===== src/rtl/ebpf_alu_pkg.sv =====
// Shared types and elaboration helpers for the eBPF execute-stage ALU blocks.
// The control word travels beside the data through every shift stage.
package ebpf_alu_pkg;

  localparam int TAG_MAX_W = 16;

  typedef enum logic [1:0] {
    SHIFT_LSH  = 2'b00,
    SHIFT_RSH  = 2'b01,
    SHIFT_ARSH = 2'b10,
    SHIFT_RSVD = 2'b11
  } shift_op_e;

  typedef struct packed {
    shift_op_e              op;
    logic                   alu32;
    logic                   sign;
    logic [TAG_MAX_W-1:0]   tag;
  } shift_ctl_t;

  // Pipeline stage that owns barrel level lvl.
  function automatic int stage_of_level(input int lvl, input int stages, input int levels);
    return (lvl * stages) / levels;
  endfunction

  function automatic int level_lo(input int stg, input int stages, input int levels);
    int lo;
    lo = levels;
    for (int l = levels - 1; l >= 0; l--) begin
      if (stage_of_level(l, stages, levels) == stg) lo = l;
    end
    return lo;
  endfunction

  function automatic int level_hi(input int stg, input int stages, input int levels);
    int hi;
    hi = -1;
    for (int l = 0; l < levels; l++) begin
      if (stage_of_level(l, stages, levels) == stg) hi = l;
    end
    return hi;
  endfunction

endpackage


===== src/rtl/ebpf_shift_stage.sv =====
// One elastic pipeline slice of the shift unit: applies barrel levels
// LVL_LO..LVL_HI to the incoming operand and registers the result.
module ebpf_shift_stage
  import ebpf_alu_pkg::*;
#(
  parameter int DATA_W = 64,
  parameter int LVL_LO = 0,
  parameter int LVL_HI = 0
) (
  input  logic                        clk,
  input  logic                        rst_n,
  input  logic                        flush,
  input  logic                        in_valid,
  output logic                        in_ready,
  input  logic [DATA_W-1:0]           in_data,
  input  logic [$clog2(DATA_W)-1:0]   in_amt,
  input  shift_ctl_t                  in_ctl,
  output logic                        out_valid,
  input  logic                        out_ready,
  output logic [DATA_W-1:0]           out_data,
  output logic [$clog2(DATA_W)-1:0]   out_amt,
  output shift_ctl_t                  out_ctl
);

  localparam int LEVELS = $clog2(DATA_W);

  logic                vld_p0;
  logic                adv;
  logic [DATA_W-1:0]   shifted;

  // Right shifts fill vacated bits with the carried sign (0 for logical).
  function automatic logic [DATA_W-1:0] shift_level(
    input logic [DATA_W-1:0] d,
    input int                lvl,
    input shift_op_e         op,
    input logic              sign
  );
    logic [DATA_W-1:0] fill;
    fill = {DATA_W{sign}} & ~({DATA_W{1'b1}} >> (1 << lvl));
    if (op == SHIFT_LSH) return d << (1 << lvl);
    return (d >> (1 << lvl)) | fill;
  endfunction

  always_comb begin
    shifted = in_data;
    for (int l = 0; l < LEVELS; l++) begin
      if (l >= LVL_LO && l <= LVL_HI && in_amt[l]) begin
        shifted = shift_level(shifted, l, in_ctl.op, in_ctl.sign);
      end
    end
  end

  assign adv       = ~vld_p0 | out_ready;
  assign in_ready  = adv;
  assign out_valid = vld_p0;

  // Stage register boundary
  always_ff @(posedge clk or negedge rst_n) begin
    if (!rst_n) begin
      vld_p0   <= 1'b0;
      out_data <= '0;
      out_amt  <= '0;
      out_ctl  <= '0;
    end else begin
      if (flush) begin
        vld_p0 <= 1'b0;
      end else if (adv) begin
        vld_p0 <= in_valid;
      end
      if (adv && in_valid && !flush) begin
        out_data <= shifted;
        out_amt  <= in_amt;
        out_ctl  <= in_ctl;
      end
    end
  end

endmodule


===== src/rtl/ebpf_shift_unit.sv =====
// Pipelined elastic eBPF shift unit (LSH/RSH/ARSH, ALU64 and ALU32 forms).
// Operand preparation here, barrel levels spread over STAGES slices.
module ebpf_shift_unit
  import ebpf_alu_pkg::*;
#(
  parameter int DATA_W = 64,
  parameter int STAGES = 3,
  parameter int TAG_W  = 4
) (
  input  logic                clk,
  input  logic                rst_n,
  input  logic                flush,
  input  logic                in_valid,
  output logic                in_ready,
  input  logic [1:0]          in_op,
  input  logic                in_alu32,
  input  logic [DATA_W-1:0]   in_a,
  input  logic [DATA_W-1:0]   in_b,
  input  logic [TAG_W-1:0]    in_tag,
  output logic                out_valid,
  input  logic                out_ready,
  output logic [DATA_W-1:0]   out_result,
  output logic [TAG_W-1:0]    out_tag,
  output logic                out_err
);

  localparam int LEVELS = $clog2(DATA_W);

  logic                alu32_eff;
  shift_op_e           op_in;
  logic                sign_in;
  logic [DATA_W-1:0]   a_ext;
  logic [LEVELS-1:0]   amt_in;
  shift_ctl_t          ctl_in;

  logic                vld_p [STAGES+1];
  logic                rdy_p [STAGES+1];
  logic [DATA_W-1:0]   data_p [STAGES+1];
  logic [LEVELS-1:0]   amt_p [STAGES+1];
  shift_ctl_t          ctl_p [STAGES+1];

  shift_ctl_t          ctl_out;
  logic [DATA_W-1:0]   res_out;

  // ALU32 right shifts run on a sign/zero-extended copy so the wide
  // barrel fills the low word correctly; the upper word is dropped at the end.
  always_comb begin
    op_in     = shift_op_e'(in_op);
    alu32_eff = (DATA_W > 32) ? in_alu32 : 1'b0;
    sign_in   = (op_in == SHIFT_ARSH) && (alu32_eff ? in_a[31] : in_a[DATA_W-1]);
    a_ext     = in_a;
    if (alu32_eff) begin
      for (int i = 32; i < DATA_W; i++) a_ext[i] = sign_in;
    end
    amt_in = in_b[LEVELS-1:0];
    if (alu32_eff) amt_in = amt_in & LEVELS'(5'd31);
    ctl_in                  = '0;
    ctl_in.op               = op_in;
    ctl_in.alu32            = alu32_eff;
    ctl_in.sign             = sign_in;
    ctl_in.tag[TAG_W-1:0]   = in_tag;
  end

  assign vld_p[0]       = in_valid & ~flush;
  assign data_p[0]      = a_ext;
  assign amt_p[0]       = amt_in;
  assign ctl_p[0]       = ctl_in;
  assign rdy_p[STAGES]  = out_ready;
  assign in_ready       = rdy_p[0] & ~flush;

  for (genvar k = 0; k < STAGES; k++) begin : g_stage
    ebpf_shift_stage #(
      .DATA_W (DATA_W),
      .LVL_LO (level_lo(k, STAGES, LEVELS)),
      .LVL_HI (level_hi(k, STAGES, LEVELS))
    ) u_stage (
      .clk       (clk),
      .rst_n     (rst_n),
      .flush     (flush),
      .in_valid  (vld_p[k]),
      .in_ready  (rdy_p[k]),
      .in_data   (data_p[k]),
      .in_amt    (amt_p[k]),
      .in_ctl    (ctl_p[k]),
      .out_valid (vld_p[k+1]),
      .out_ready (rdy_p[k+1]),
      .out_data  (data_p[k+1]),
      .out_amt   (amt_p[k+1]),
      .out_ctl   (ctl_p[k+1])
    );
  end

  // Output mux: reserved op forces zero, ALU32 zero-extends the low word.
  always_comb begin
    ctl_out = ctl_p[STAGES];
    res_out = data_p[STAGES];
    if (ctl_out.alu32) begin
      for (int i = 32; i < DATA_W; i++) res_out[i] = 1'b0;
    end
    if (ctl_out.op == SHIFT_RSVD) res_out = '0;
  end

  assign out_valid  = vld_p[STAGES];
  assign out_result = res_out;
  assign out_tag    = ctl_out.tag[TAG_W-1:0];
  assign out_err    = (ctl_out.op == SHIFT_RSVD);

endmodule


===== config.mk =====
export PLATFORM = sky130hd
export DESIGN_NAME = ebpf_shift_unit
export DESIGN_NICKNAME = d
export VERILOG_FILES = /design/src/rtl/ebpf_alu_pkg.sv /design/src/rtl/ebpf_shift_stage.sv /design/src/rtl/ebpf_shift_unit.sv
export SDC_FILE = /design/constraint.sdc
export NUM_CORES = 1
export LEC_CHECK = 0
export CELL_PAD_IN_SITES_DETAIL_PLACEMENT = 0
export CELL_PAD_IN_SITES_GLOBAL_PLACEMENT = 2
export CORE_MARGIN = 2
export CORE_UTILIZATION = 34
export DETAILED_ROUTE_END_ITERATION = 7
export PLACE_DENSITY = 0.86
export SYNTH_ARGS = -nofsm -noshare
export SYNTH_HDL_FRONTEND = slang
export SYNTH_SLANG_ARGS = --single-unit

===== constraint.sdc =====
create_clock -name clk -period 2.4 [get_ports clk]
set_input_delay 0.36 -clock clk [delete_from_list [all_inputs] [get_ports clk]]
set_output_delay 0.36 -clock clk [all_outputs]
set_load 0.1 [all_outputs]

==> out/qor.yml <==
status: "completed"
cts_tree: "done"
final-seq-area_mm2: 0.00562
ctsHoldBuffers: 1
core.rowCount: 82
fmax_ghz: 0.444
yosys_most_used_dff: "dfrtp_1"
clock-skew-final_ps: 17.6
placed_cell_area_mm2: 0.0211
max_stage_delay_ps: 380
cts_num_sinks: 224
drive_gt1_frac: 0.177
place_ws_ps: -216
finalSetupViolations: 0
clockRootBuffer: "clkbuf_16"
finalInstanceArea_mm2: 0.0220
clockBufferDepth: 3
postSynthCellCount: 2200
netlist_area_mm2: 0.0173
drv_cap: 0
final_max_slew_viol_count: 0
synth_warnings: 0
cts.clk_slew.worst_paths_ps: 60
critPathCaptureType: "primary output"
drt_wl_total_um: 63900
seq_area_frac_synth: 0.325
grt_first_pass_wirelength_um: 101000
remaining_drc_errors: 0
synth.top_cell.area_share: 0.325
first_iter_violations: 1789
start_util: 0.344
vdd_drop_max_v: 0.000455
multiInputGateArea_mm2: 0.0107
crit_path_start_kind: "flip-flop"
hold_class: "in2async"
power_w: 0.0210
critical_path_required_ps: 2040
power.density_mw_per_mm2: 955
grt_max_degree: 87
wl_per_cell_um: 21.2
grt_overflow: 0
finalHoldViolCount: 0
die_y_um: 229
relSlewSlack: 0.414
grt_use_total: 0.240
die-area_mm2: 0.0526
path_cells: "nand2_1 -> inv_1 -> nor2_1 -> buf_4 -> and2_1 -> buf_12"
n_antenna_cell: 0
cp_max_fo: 32
synth_nets: 2340
antenna_found_initial: 0
critPathKind: "reg2out"
synth_largest_area_cell: "dfrtp_1"
n_fill_cell: 4977
io_pins: 211
r2r_cells: 5
post-cts-setup-buffers: 0
die_w_um: 229
yosysUniqueCellTypes: 67
routabilityCongestion: 0.940
arrival_ps: 1890
route.vias.total: 17600
period_share: 0.939
worst_slack_ps: 147
clkLatencyLatePin_ps: 560
crit_slowest_cell: "dfrtp_1"
nets: 2467
dr.pass1.iters: 5
cts_resized: 0
fin_cells: 3017
ys_async_sr_fraction: 1.00
p_leak_nw: 8.84
core_area_mm2: 0.0502
grt_pass1_vias: 16800
numPortBuffers: 152
rsz0062_at_grt: "false"
synth-seq-cells: 224
post-dp-hpwl_um: 47700
utilization: 0.438
htree_levels: 1
antenna_left: 0
viasPerCell: 5.85
cts_made_buffers: 27
avgSynthCellArea_um2: 7.84
placedCellCount: 2969
post-route-min-period_ps: 2250
synth-edff-count: 0
worstMarginPinSlew_ps: 873
synthTopCellsByArea: "dfrtp_1 32%, nand2_1 11%, mux4_2 8.7%, a21oi_1 5.0%, nor2_1 4.7%"
area_growth_pct: 27.4
-- through the flow --
stage	hold WS [ps]	setup TNS, ps
global placement	339	-337
finish	357	0
floorplan	64.4	-24.6
CTS	332	0
global route	355	0
detailed placement	336	-901
-- worst max-delay path, delay by kind of cell (launching register included) --
family / cells / cell delay (ps)
buffers and inverters: 3 / 540
AND/OR/NAND/NOR: 3 / 400
flip-flops: 1 / 380
-- placed cells by master, fill, tap and decap left out, drive strengths merged, types with 57 or more instances in the layout --
master	count
a31oi	88
nor2	221
o21ai	179
buf	245
nand2	487
clkdlybuf4s50	78
a311oi	86
a21oi	171
dfrtp	224
and2	66
nor2b	57
mux4	67
-- layout make-up --
type,count,share of cell area
Sequential cell,224,0.255
Tap cell,672,0.0382
Timing Repair Buffer,324,0.177
Clock inverter,9,0.00688
Clock buffer,38,0.0349
Multi-Input combinational cell,1742,0.487
Inverter,8,0.00137
-- cells by family after synthesis --
kind of cell,count (synthesis),synth area share
mux,111,0.113
buf+inv,234,0.0597
simple gates,902,0.226
flops,224,0.325
compound gates,729,0.277
-- registers in the layout (all words and copies together) (netlist names) --
register and flops:
g_stage.u_stage.out_amt 6, g_stage.u_stage.out_valid 3, g_stage.u_stage.out_ctl 23, g_stage.u_stage.out_data 192
-- layer usage --
| metal | vias up | share of wire | global-route usage |
|---|---|---|---|
| li1 | 8279 | - | - |
| met1 | 8522 | 0.45 | 0.340 |
| met2 | 740 | 0.45 | 0.379 |
| met3 | 100 | 0.068 | 0.0311 |
| met4 | 0 | 0.033 | 0.0800 |
| met5 | - | 0 | 0 |
-- power breakdown --
part           total [W]  internal, W  switching, W
logic             0.0106      0.00413       0.00644
registers        0.00617      0.00470       0.00147
clock network    0.00426      0.00264       0.00163
-- synth_stat cells (5+ instances only) --
library cell	count
a221oi_1	13
buf_2	65
a311oi_1	84
a211oi_1	23
a311o_1	6
nand3b_1	5
o32a_1	5
a221o_1	20
o31ai_1	18
o221ai_1	22
buf_1	23
dfrtp_1	224
buf_4	15
nand2b_1	13
o22a_1	6
o21ai_1	78
o211ai_1	14
and2_1	66
inv_1	6
a21oi_1	171
nor2b_1	56
clkbuf_1	121
o21ai_0	101
o22ai_1	6
nand3_1	15
nand2_1	487
nor3_1	15
mux2i_1	44
nor2_1	218
a31o_2	5
a31oi_1	88
mux4_2	67
a21o_1	9
o21a_1	25
-- final timing paths --
kind | slack (ps) | end | start
worst min-delay path | 360 | g_stage[2].u_stage.out_ctl[0] | rst_n
min in group clk | 360 | g_stage[0].u_stage.out_ctl[3] | in_tag[3]
worst max register to register | 250 | g_stage[1].u_stage.out_data[38] | g_stage[0].u_stage.out_ctl[19]
max in group asynchronous | 1400 | g_stage[1].u_stage.out_data[26] | rst_n
worst min register to register | 470 | g_stage[1].u_stage.out_ctl[2] | g_stage[0].u_stage.out_ctl[2]
worst max-delay path | 150 | out_result[32] | g_stage[2].u_stage.out_ctl[19]
Note: power is estimated with default switching activity, not from simulation.
